===== config.mk =====
export PLATFORM = sky130hd
export DESIGN_NAME = bmp_saver
export DESIGN_NICKNAME = d
export VERILOG_FILES = /design/src/rtl/bmp_saver.sv
export SDC_FILE = /design/constraint.sdc
export NUM_CORES = 2
export LEC_CHECK = 0
export ABC_AREA = 1
export CAP_MARGIN = 10
export CORE_MARGIN = 1.5
export CORE_UTILIZATION = 57
export CTS_CLUSTER_DIAMETER = 40
export DETAILED_ROUTE_END_ITERATION = 12
export HOLD_SLACK_MARGIN = 0.15
export PLACE_DENSITY_LB_ADDON = 0.2
export SLEW_MARGIN = 20
export SYNTH_ARGS = -nofsm -noshare
export SYNTH_HDL_FRONTEND = slang
export SYNTH_MEMORY_MAX_BITS = 65536
export SYNTH_SLANG_ARGS = --single-unit

===== constraint.sdc =====
create_clock -name clk -period 27.6 [get_ports clk]
set_input_delay 2.76 -clock clk [delete_from_list [all_inputs] [get_ports clk]]
set_output_delay 2.76 -clock clk [all_outputs]
set_load 0.01 [all_outputs]

===== src/rtl/bmp_saver.sv =====
// Streams an RGB444 framebuffer from SDRAM to SD card as an uncompressed 24-bit BMP file.
// Bytes are packed into a 512-byte block buffer; each full block goes out as one single-block write.
module bmp_saver #(
  parameter int unsigned IMG_WIDTH   = 640,
  parameter int unsigned IMG_HEIGHT  = 480,
  parameter int unsigned START_BLOCK = 0
) (
  input  logic        clk,
  input  logic        rst,
  input  logic        BMPSave_En,
  output logic        BMPSave_Complite,
  output logic        BMPSave_Fail,
  input  logic        SD_Init_Complite,
  output logic [31:0] SD_Addr_Block,
  output logic        SD_Enable,
  output logic        SD_Write,
  input  logic        SD_Complite,
  input  logic        SD_Fail,
  output logic [31:0] SD_SerialCount,
  input  logic        SD_InPut_Data_Valid,
  input  logic [31:0] SD_InPut_Data_Addr,
  output logic [31:0] SD_InPut_Data,
  output logic        Serial_access_read,
  input  logic        m_ready_read,
  output logic        m_valid_read,
  output logic [23:0] m_addr_read,
  input  logic [15:0] m_out_data
);

  localparam int unsigned ROWLEN    = (IMG_WIDTH * 3 + 3) & ~32'd3;
  localparam int unsigned PAD_BYTES = ROWLEN - IMG_WIDTH * 3;
  localparam int unsigned IMGSIZE   = ROWLEN * IMG_HEIGHT;
  localparam int unsigned FILESIZE  = 54 + IMGSIZE;
  localparam logic [10:0] H_LAST    = 11'(IMG_WIDTH - 1);
  localparam logic [10:0] V_LAST    = 11'(IMG_HEIGHT - 1);
  localparam logic [1:0]  PAD_LAST  = 2'(PAD_BYTES - 1);
  localparam logic [5:0]  HDR_LAST  = 6'd53;
  localparam logic [8:0]  PTR_LAST  = 9'd511;
  localparam logic [4:0]  RETRY_MAX = 5'd31;

  typedef enum logic [3:0] {
    S_IDLE, S_HDR, S_PIX_REQ, S_PIX_WAIT, S_PIX_B, S_PIX_G, S_PIX_R,
    S_PAD, S_FLUSH, S_SD_WRITE, S_SD_GAP, S_COMPLITE, S_FAIL
  } state_t;

  state_t      state, state_nxt, ret_state, ret_nxt, after;
  logic [10:0] h, h_nxt, v, v_nxt;
  logic [5:0]  hdr_cnt, hdr_nxt;
  logic [1:0]  pad_cnt, pad_nxt;
  logic [8:0]  byte_ptr, ptr_nxt;
  logic [4:0]  retry, retry_nxt;
  logic [31:0] blk_nxt;
  logic [11:0] pix, pix_nxt;
  logic        emit, row_end;
  logic [7:0]  emit_data;
  logic [7:0]  mem [512];

  logic        unused_bits;
  assign unused_bits = ^{SD_InPut_Data_Addr[31:7], m_out_data[15:12]};

  assign SD_SerialCount     = 32'd0;
  assign Serial_access_read = 1'b0;

  // Header ROM: "BM" followed by thirteen little-endian 32-bit words
  logic [5:0]  hdr_off;
  logic [31:0] hdr_word;
  logic [7:0]  hdr_byte;
  always_comb begin
    hdr_off = hdr_cnt - 6'd2;
    case (hdr_off[5:2])
      4'd0:    hdr_word = 32'(FILESIZE);
      4'd2:    hdr_word = 32'd54;
      4'd3:    hdr_word = 32'd40;
      4'd4:    hdr_word = 32'(IMG_WIDTH);
      4'd5:    hdr_word = 32'(IMG_HEIGHT);
      4'd6:    hdr_word = 32'h0018_0001;
      4'd8:    hdr_word = 32'(IMGSIZE);
      4'd9:    hdr_word = 32'd2835;
      4'd10:   hdr_word = 32'd2835;
      default: hdr_word = 32'd0;
    endcase
    hdr_byte = 8'(hdr_word >> {hdr_off[1:0], 3'b000});
    if (hdr_cnt == 6'd0)      hdr_byte = 8'h42;
    else if (hdr_cnt == 6'd1) hdr_byte = 8'h4D;
  end

  // Next-state and datapath updates
  always_comb begin
    after     = state;
    ret_nxt   = ret_state;
    h_nxt     = h;
    v_nxt     = v;
    hdr_nxt   = hdr_cnt;
    pad_nxt   = pad_cnt;
    ptr_nxt   = byte_ptr;
    retry_nxt = retry;
    blk_nxt   = SD_Addr_Block;
    pix_nxt   = pix;
    emit      = 1'b0;
    emit_data = 8'd0;
    row_end   = 1'b0;

    case (state)
      S_IDLE: begin
        if (BMPSave_En && SD_Init_Complite) begin
          after     = S_HDR;
          blk_nxt   = 32'(START_BLOCK);
          h_nxt     = 11'd0;
          v_nxt     = V_LAST;
          hdr_nxt   = 6'd0;
          pad_nxt   = 2'd0;
          ptr_nxt   = 9'd0;
          retry_nxt = 5'd0;
        end
      end
      S_HDR: begin
        emit      = 1'b1;
        emit_data = hdr_byte;
        hdr_nxt   = hdr_cnt + 6'd1;
        if (hdr_cnt == HDR_LAST) after = S_PIX_REQ;
      end
      S_PIX_REQ: after = S_PIX_WAIT;
      S_PIX_WAIT: begin
        if (m_ready_read) begin
          pix_nxt = m_out_data[11:0];
          after   = S_PIX_B;
        end
      end
      S_PIX_B: begin
        emit      = 1'b1;
        emit_data = {pix[11:8], pix[11:8]};
        after     = S_PIX_G;
      end
      S_PIX_G: begin
        emit      = 1'b1;
        emit_data = {pix[7:4], pix[7:4]};
        after     = S_PIX_R;
      end
      S_PIX_R: begin
        emit      = 1'b1;
        emit_data = {pix[3:0], pix[3:0]};
        if (h != H_LAST) begin
          h_nxt = h + 11'd1;
          after = S_PIX_REQ;
        end else begin
          h_nxt = 11'd0;
          if (PAD_BYTES != 0) after = S_PAD;
          else                row_end = 1'b1;
        end
      end
      S_PAD: begin
        emit = 1'b1;
        if (pad_cnt == PAD_LAST) begin
          pad_nxt = 2'd0;
          row_end = 1'b1;
        end else begin
          pad_nxt = pad_cnt + 2'd1;
        end
      end
      S_FLUSH: begin
        if (byte_ptr == 9'd0) after = S_COMPLITE;
        else                  emit  = 1'b1;
      end
      S_SD_WRITE: begin
        if (SD_Complite) begin
          blk_nxt   = SD_Addr_Block + 32'd1;
          retry_nxt = 5'd0;
          after     = ret_state;
        end else if (SD_Fail) begin
          if (retry == RETRY_MAX) begin
            after = S_FAIL;
          end else begin
            retry_nxt = retry + 5'd1;
            after     = S_SD_GAP;
          end
        end
      end
      S_SD_GAP:   after = S_SD_WRITE;
      S_COMPLITE: after = S_COMPLITE;
      S_FAIL:     after = S_FAIL;
      default:    after = S_IDLE;
    endcase

    // End of a bitmap row: step up one row or finish the pixel data
    if (row_end) begin
      if (v != 11'd0) begin
        v_nxt = v - 11'd1;
        after = S_PIX_REQ;
      end else begin
        after = S_FLUSH;
      end
    end

    state_nxt = after;
    if (emit) begin
      ptr_nxt = byte_ptr + 9'd1;
      if (byte_ptr == PTR_LAST) begin
        state_nxt = S_SD_WRITE;
        ret_nxt   = after;
      end
    end
  end

  // State, datapath and registered outputs
  always_ff @(posedge clk or posedge rst) begin
    if (rst) begin
      state            <= S_IDLE;
      ret_state        <= S_IDLE;
      h                <= 11'd0;
      v                <= 11'd0;
      hdr_cnt          <= 6'd0;
      pad_cnt          <= 2'd0;
      byte_ptr         <= 9'd0;
      retry            <= 5'd0;
      pix              <= 12'd0;
      SD_Addr_Block    <= 32'd0;
      SD_Enable        <= 1'b0;
      SD_Write         <= 1'b0;
      m_valid_read     <= 1'b0;
      m_addr_read      <= 24'd0;
      BMPSave_Complite <= 1'b0;
      BMPSave_Fail     <= 1'b0;
    end else begin
      state            <= state_nxt;
      ret_state        <= ret_nxt;
      h                <= h_nxt;
      v                <= v_nxt;
      hdr_cnt          <= hdr_nxt;
      pad_cnt          <= pad_nxt;
      byte_ptr         <= ptr_nxt;
      retry            <= retry_nxt;
      pix              <= pix_nxt;
      SD_Addr_Block    <= blk_nxt;
      SD_Enable        <= (state_nxt == S_SD_WRITE);
      SD_Write         <= (state_nxt == S_SD_WRITE);
      m_valid_read     <= (state_nxt == S_PIX_WAIT);
      m_addr_read      <= {2'b00, v_nxt, h_nxt};
      BMPSave_Complite <= (state_nxt == S_COMPLITE);
      BMPSave_Fail     <= (state_nxt == S_FAIL);
    end
  end

  // Block buffer byte write port
  always_ff @(posedge clk) begin
    if (emit) mem[byte_ptr] <= emit_data;
  end

  // Word read port for the SD core, first byte in the top lane
  always_ff @(posedge clk or posedge rst) begin
    if (rst) begin
      SD_InPut_Data <= 32'd0;
    end else if (SD_InPut_Data_Valid) begin
      SD_InPut_Data <= {mem[{SD_InPut_Data_Addr[6:0], 2'd0}], mem[{SD_InPut_Data_Addr[6:0], 2'd1}],
                        mem[{SD_InPut_Data_Addr[6:0], 2'd2}], mem[{SD_InPut_Data_Addr[6:0], 2'd3}]};
    end
  end

endmodule


### Yosys cells after proc, flatten, opt, wreduce, memory -nomap -nowiden

Memory sizes are Yosys's and may differ from the RTL's. A register that Yosys moved wholly into a read port is not among the register bits.
Cells that the tools add are included.

* register bits after elaboration: 122
* input port bits: 56
* memories kept: 2
* bits in writable memories: 4096
* bits in read-only memories: 256

* reduce and logical (&&, ||, !) cells: 18
* eq/ne operators: 26
* add/sub/neg operators: 8
* shifts and indexed selects: 1
* multiplexer cells: 46

Memory list
* mem: words 512, width 8, rd ports 4, clocked after memory_dff 4, wr ports 1, RTL line 56 `logic [7:0] mem [512];`
* (name not given): words 16, width 16, rd ports 1, clocked after memory_dff 0, wr ports 0, RTL line 70 `case (hdr_off[5:2])`

Operators with widths (count)
* 11-bit 2-to-1 mux: 6
* 32-bit 2-to-1 mux: 2
* 32-bit case mux with 2 select lines: 1
* 4-bit case mux with 13 select lines: 1
* 4-bit 2-to-1 mux: 11
* 32-bit by 1-bit adder with 32-bit output (second input constant): 1
* 4-bit == test (second input constant): 8
* 8-bit case mux with 4 select lines: 1
* 32-bit by 5-bit >> shifter with 8-bit output: 1
* 9-bit 2-to-1 mux: 3
* 11-bit case mux with 2 select lines: 1
* 5-bit 2-to-1 mux: 4
* 4-bit by 3-bit == test with 1-bit output (second input constant): 4
* 8-bit 2-to-1 mux: 2
* 4-bit by 2-bit == test with 1-bit output (second input constant): 3
* 6-bit case mux with 2 select lines: 1
* 11-bit by 1-bit adder with 11-bit output (second input constant): 1
* 11-bit by 10-bit inequality test with 1-bit output (second input constant): 1
* 11-bit nonzero test: 1
* 11-bit by 1-bit subtractor with 11-bit output (second input constant): 1
* 5-bit case mux with 2 select lines: 1
* 2-bit AND reduction: 5
* 2-bit nonzero test: 5
* 9-bit by 1-bit adder with 9-bit output (second input constant): 1
* 25 further kinds: 33

### Longest topological paths before layout

* depth in word-level cells: 9
* mapped depth: 15

### Least setup slack after synthesis

Ideal clock, no wire load.

* path type: register -> register
* from: register hdr_cnt[1]
* to: memory mem[0][0] (data pin)
* library setup time: 4167 ps
* arrival time: 21635 ps
* stages on the path, launching flop included: 10
* path slack: 1799 ps
* period minus slack after synthesis: 25801 ps
* data required time: 23433 ps
* path through: dfrtp_1 > clkinv_1 > ha_1 > xnor2_1 > inv_1 > ha_1 > nand3_1 > nand3_1 > a21boi_0 > o21ai_0

* cells in the longest elaborated chain, start to end: 6
* elaborated cells on any way between the ends: 8
* classes of those cells: 1 x add/sub; 1 x eq/ne; 1 x shift; 3 x mux; 1 x reduce/logical; 1 x memory

Ends and longest elaborated chain
* start, declared: RTL line 48 `logic [5:0] hdr_cnt, hdr_nxt;`
* start signal, assigned: RTL line 228 `hdr_cnt <= hdr_nxt;`
* 6-bit by 2-bit subtractor with 6-bit output: RTL line 69 `hdr_off = hdr_cnt - 6'd2;`
* memory 16 x 16 bit
* 32-bit by 5-bit >> shifter with 8-bit output: RTL line 82 `hdr_byte = 8'(hdr_word >> {hdr_off[1:0], 3'b000});`
* 8-bit 2-to-1 mux: RTL line 84 `else if (hdr_cnt == 6'd1) hdr_byte = 8'h4D;`
* 8-bit 2-to-1 mux *: RTL line 83 `if (hdr_cnt == 6'd0) hdr_byte = 8'h42;`
* 8-bit case mux with 4 select lines *: RTL line 103 `case (state)`
* net emit_data[0]: RTL line 55 `logic [7:0] emit_data;`
* end, declared: RTL line 56

Mark *: on every way through the listed nets, which the timed path passes. The rest lies on a longest branch.

==> metrics <==
status=finished, final reports clean; Worst Hold Endpoint=SD_InPut_Data[17]; Post-Synthesis Cell Area=174000 um^2; TritonCTS Buffers=541; largest family of logic cells by synthesized area=simple AND/OR/NAND/NOR gates; Overflow after GRT=0; Fin. Hold Viols=0; Detailed Routing Iterations Pass 1=8; internal power=13.1 mW; Flop pwr share=47.1%; final net count=14700; setup repair bufs after CTS=0; CP Capture Type=flip-flop; Critical Path Max Stage Delay=910 ps; post-layout util=64.1%; top-area cell type share of the netlist area=70.8%; Total Die Area=308000 um^2; Crit Path Class=in2reg; top-count cell post-synth=nand2_1; share of layout cells above drive strength 1=7.35%; post-synthesis simple-gate area fraction=23.0%; largest cells by area after synthesis=edfxtp_1 71%, nand3_1 12%, nand2_1 9.6%; die height=555 um; crit start category=input pin; clock network power share=38.5%; IO Port Bufs=117; Via-to-Cell Ratio=5.96; Synth Flop Type=edfxtp_1; Peak Freq=122 MHz; post-synthesis mux area share=0.0576%; DRC errors left=0; post-route ant nets=0; sw power=5.07 mW; pin count of the biggest net entering global routing=242; wirelength, routed=449000 um; register area share after synthesis=72.7%; adder-cell area share of the yosys netlist=0.151%; Clock Path Buffers=4; Clock Pin Slew Worst Setup and Hold Paths=60 ps; Logic pwr share=14.5%; Root Buffer=clkbuf_16; Final min period=8200 ps; max cap viols=0; worst endpoint required time=28550 ps; Hold Buf Count CTS=0; Vias=113000; WL/cell=23.6 um; asr flop ratio synth=3.12%; CP max-delay cell=buf_4; Unique masters post-synth=51; Total GRT Usage=28.8%; critical path cell sequence=buf_16, inv_16, buf_4, buf_4, buf_4, buf_4, nand2_1, nand3_1, nand3_1, nand3_1, nand3_1, nand3_1, nand3_1, nand2_1, nand2_1, nand2_1; H-tree Lvls=6; Rows=202; synth warn=0; Clock Latency Late Sink=1030 ps; Placer Congestion=0.835; post-synthesis compound-gate area fraction=0.446%; TNS Setup=0 ps; Post-Synth XOR/XNOR Area=0.111%; TritonCTS clock tree=yes; max_slew headroom=11.9%; Seq cells post-synth=4228; EDFF count, synth=4096; maximum vdd drop=173 uV; reg2reg start=hdr_cnt[1]; vias in the first global route=107000; final period utilization=29.7%; leak pwr=69.0 nW; power per cell area=93.6 nW/um^2; Avg Inst Size Synth=11.8 um^2; final setup violation count=0; FF-to-FF path depth=12; initial core utilization=57.3%; RSZ-0062 raised after global routing=false; slew at the pin with the worst max-slew slack=1320 ps; RR Endpoint=mem[247][7]; CTS sink count=4228; synth cell count leaders=4422 x nand2_1, 4096 x edfxtp_1, 4089 x nand3_1, 603 x nor2_1, 559 x buf_2; number of gates resized after CTS=0; Pins Over Slew Limit=0; Syn Inst Count=14800; cell taking the most area after synthesis=edfxtp_1; CP Data Arrival Time=9140 ps; Die X-Extent=555 um; initial antenna violation count=6; most frequent CP cell=nand3_1; first-pass GRT wire length=669000 um; Layout fillers=22100; Final Skew=39.6 ps; DP Wirelength=243000 um; switch share=27.9%; worst min-delay path startpoint=SD_InPut_Data[17]; core box area=303000 um^2; r2r setup slk=21180 ps; initial drt markers=13400; crit-path max FO=241; area grow syn2layout=11.8%; hold path depth=2; Min-Delay Path Class=reg2reg; I/O pins=182
## per-layer routing
layer / vias to the layer above / global-route usage [%] / share of wire [%]
met2: 5446 / 44.9 / 47
met4: 4 / 12.7 / 4.6
met5: - / 0 / 0.0060
met1: 54900 / 40.5 / 40
li1: 52100 / - / -
met3: 906 / 4.47 / 9.0
## how the worst max path moves through the flow
stage,start,end
6_report,SD_InPut_Data_Addr[0],SD_InPut_Data[29]
5_1_grt,SD_InPut_Data_Addr[0],SD_InPut_Data[29]
4_1_cts,SD_InPut_Data_Addr[0],SD_InPut_Data[29]
3_5_place_dp,SD_InPut_Data_Addr[0],SD_InPut_Data[29]
3_3_place_gp,SD_InPut_Data_Addr[0],SD_InPut_Data[29]
2_1_floorplan,hdr_cnt[1],mem[0][0]
## placed cells by master (no fill, tap or decap), types with 44 or more instances in the layout
cell type	instances
clkinv_1	78
nand2_1	4396
buf_4	145
clkinvlp_4	44
nand3_1	4085
dfrtp_1	132
clkbuf_1	62
clkinv_2	86
edfxtp_1	4096
bufinv_16	55
clkbuf_16	555
clkdlybuf4s50_1	109
nor2_1	603
inv_1	117
o21ai_0	46
## worst max-delay path, delay by kind of cell
family                 cells  cell delay (ps)
AND/OR/NAND/NOR           10             1770
buffers and inverters      6             4070
## flip-flops by register name, indices dropped and copies added (netlist names), named ones only
signal / cells
mem: 4096
SD_Write: 1
m_valid_read: 1
m_addr_read: 1
ret_state: 4
SD_InPut_Data: 32
retry: 5
SD_Addr_Block: 32
pix: 12
pad_cnt: 2
byte_ptr: 9
hdr_cnt: 6
BMPSave_Complite: 1
v: 10
state: 4
BMPSave_Fail: 1
## power groups by stage
stage / Clock (mW) / Combinational (mW) / Sequential (mW)
floorplan: 0 / 1.30 / 9.92
global placement: 0 / 2.54 / 8.67
detailed placement: 0 / 2.60 / 8.67
CTS: 7.03 / 2.61 / 8.54
global route: 7.30 / 2.81 / 8.55
finish: 6.99 / 2.63 / 8.55
## layout make-up
type | instances | area (um^2) | share of cell area (%)
Sequential cell | 4228 | 126000 | 65.1
Multi-Input combinational cell | 9417 | 41500 | 21.4
Clock buffer | 622 | 14200 | 7.31
Tap cell | 3978 | 4980 | 2.56
Clock inverter | 360 | 3890 | 2.00
Timing Repair Buffer | 282 | 2690 | 1.38
Inverter | 138 | 582 | 0.300
Antenna cell | 3 | 7.51 | 0.00387
## kinds of logic after synthesis
| family | after synthesis |
|---|---|
| AND/OR/NAND/NOR | 9197 |
| flip-flops | 4228 |
| buffers and inverters | 1170 |
| AO/OA/AOI/OAI | 133 |
| XOR/XNOR | 22 |
| adder cells (fa/ha/maj) | 21 |
| multiplexers | 9 |
| other | 1 |
## stage by stage
step / hold slack [ps] / total power, mW / cell area, um^2 / instances / setup slack, ps
2_1_floorplan: 453 / 11.2 / 174000 / 14800 / 1800
3_3_place_gp: 462 / 11.2 / 176000 / 18000 / 18640
3_5_place_dp: 466 / 11.3 / 176000 / 18000 / 18610
4_1_cts: 481 / 18.2 / 194000 / 19000 / 19680
5_1_grt: 506 / 18.7 / 194000 / 19000 / 19310
6_report: 476 / 18.2 / 194000 / 19000 / 19400
No activity file was read; power rests on OpenSTA's default activity.
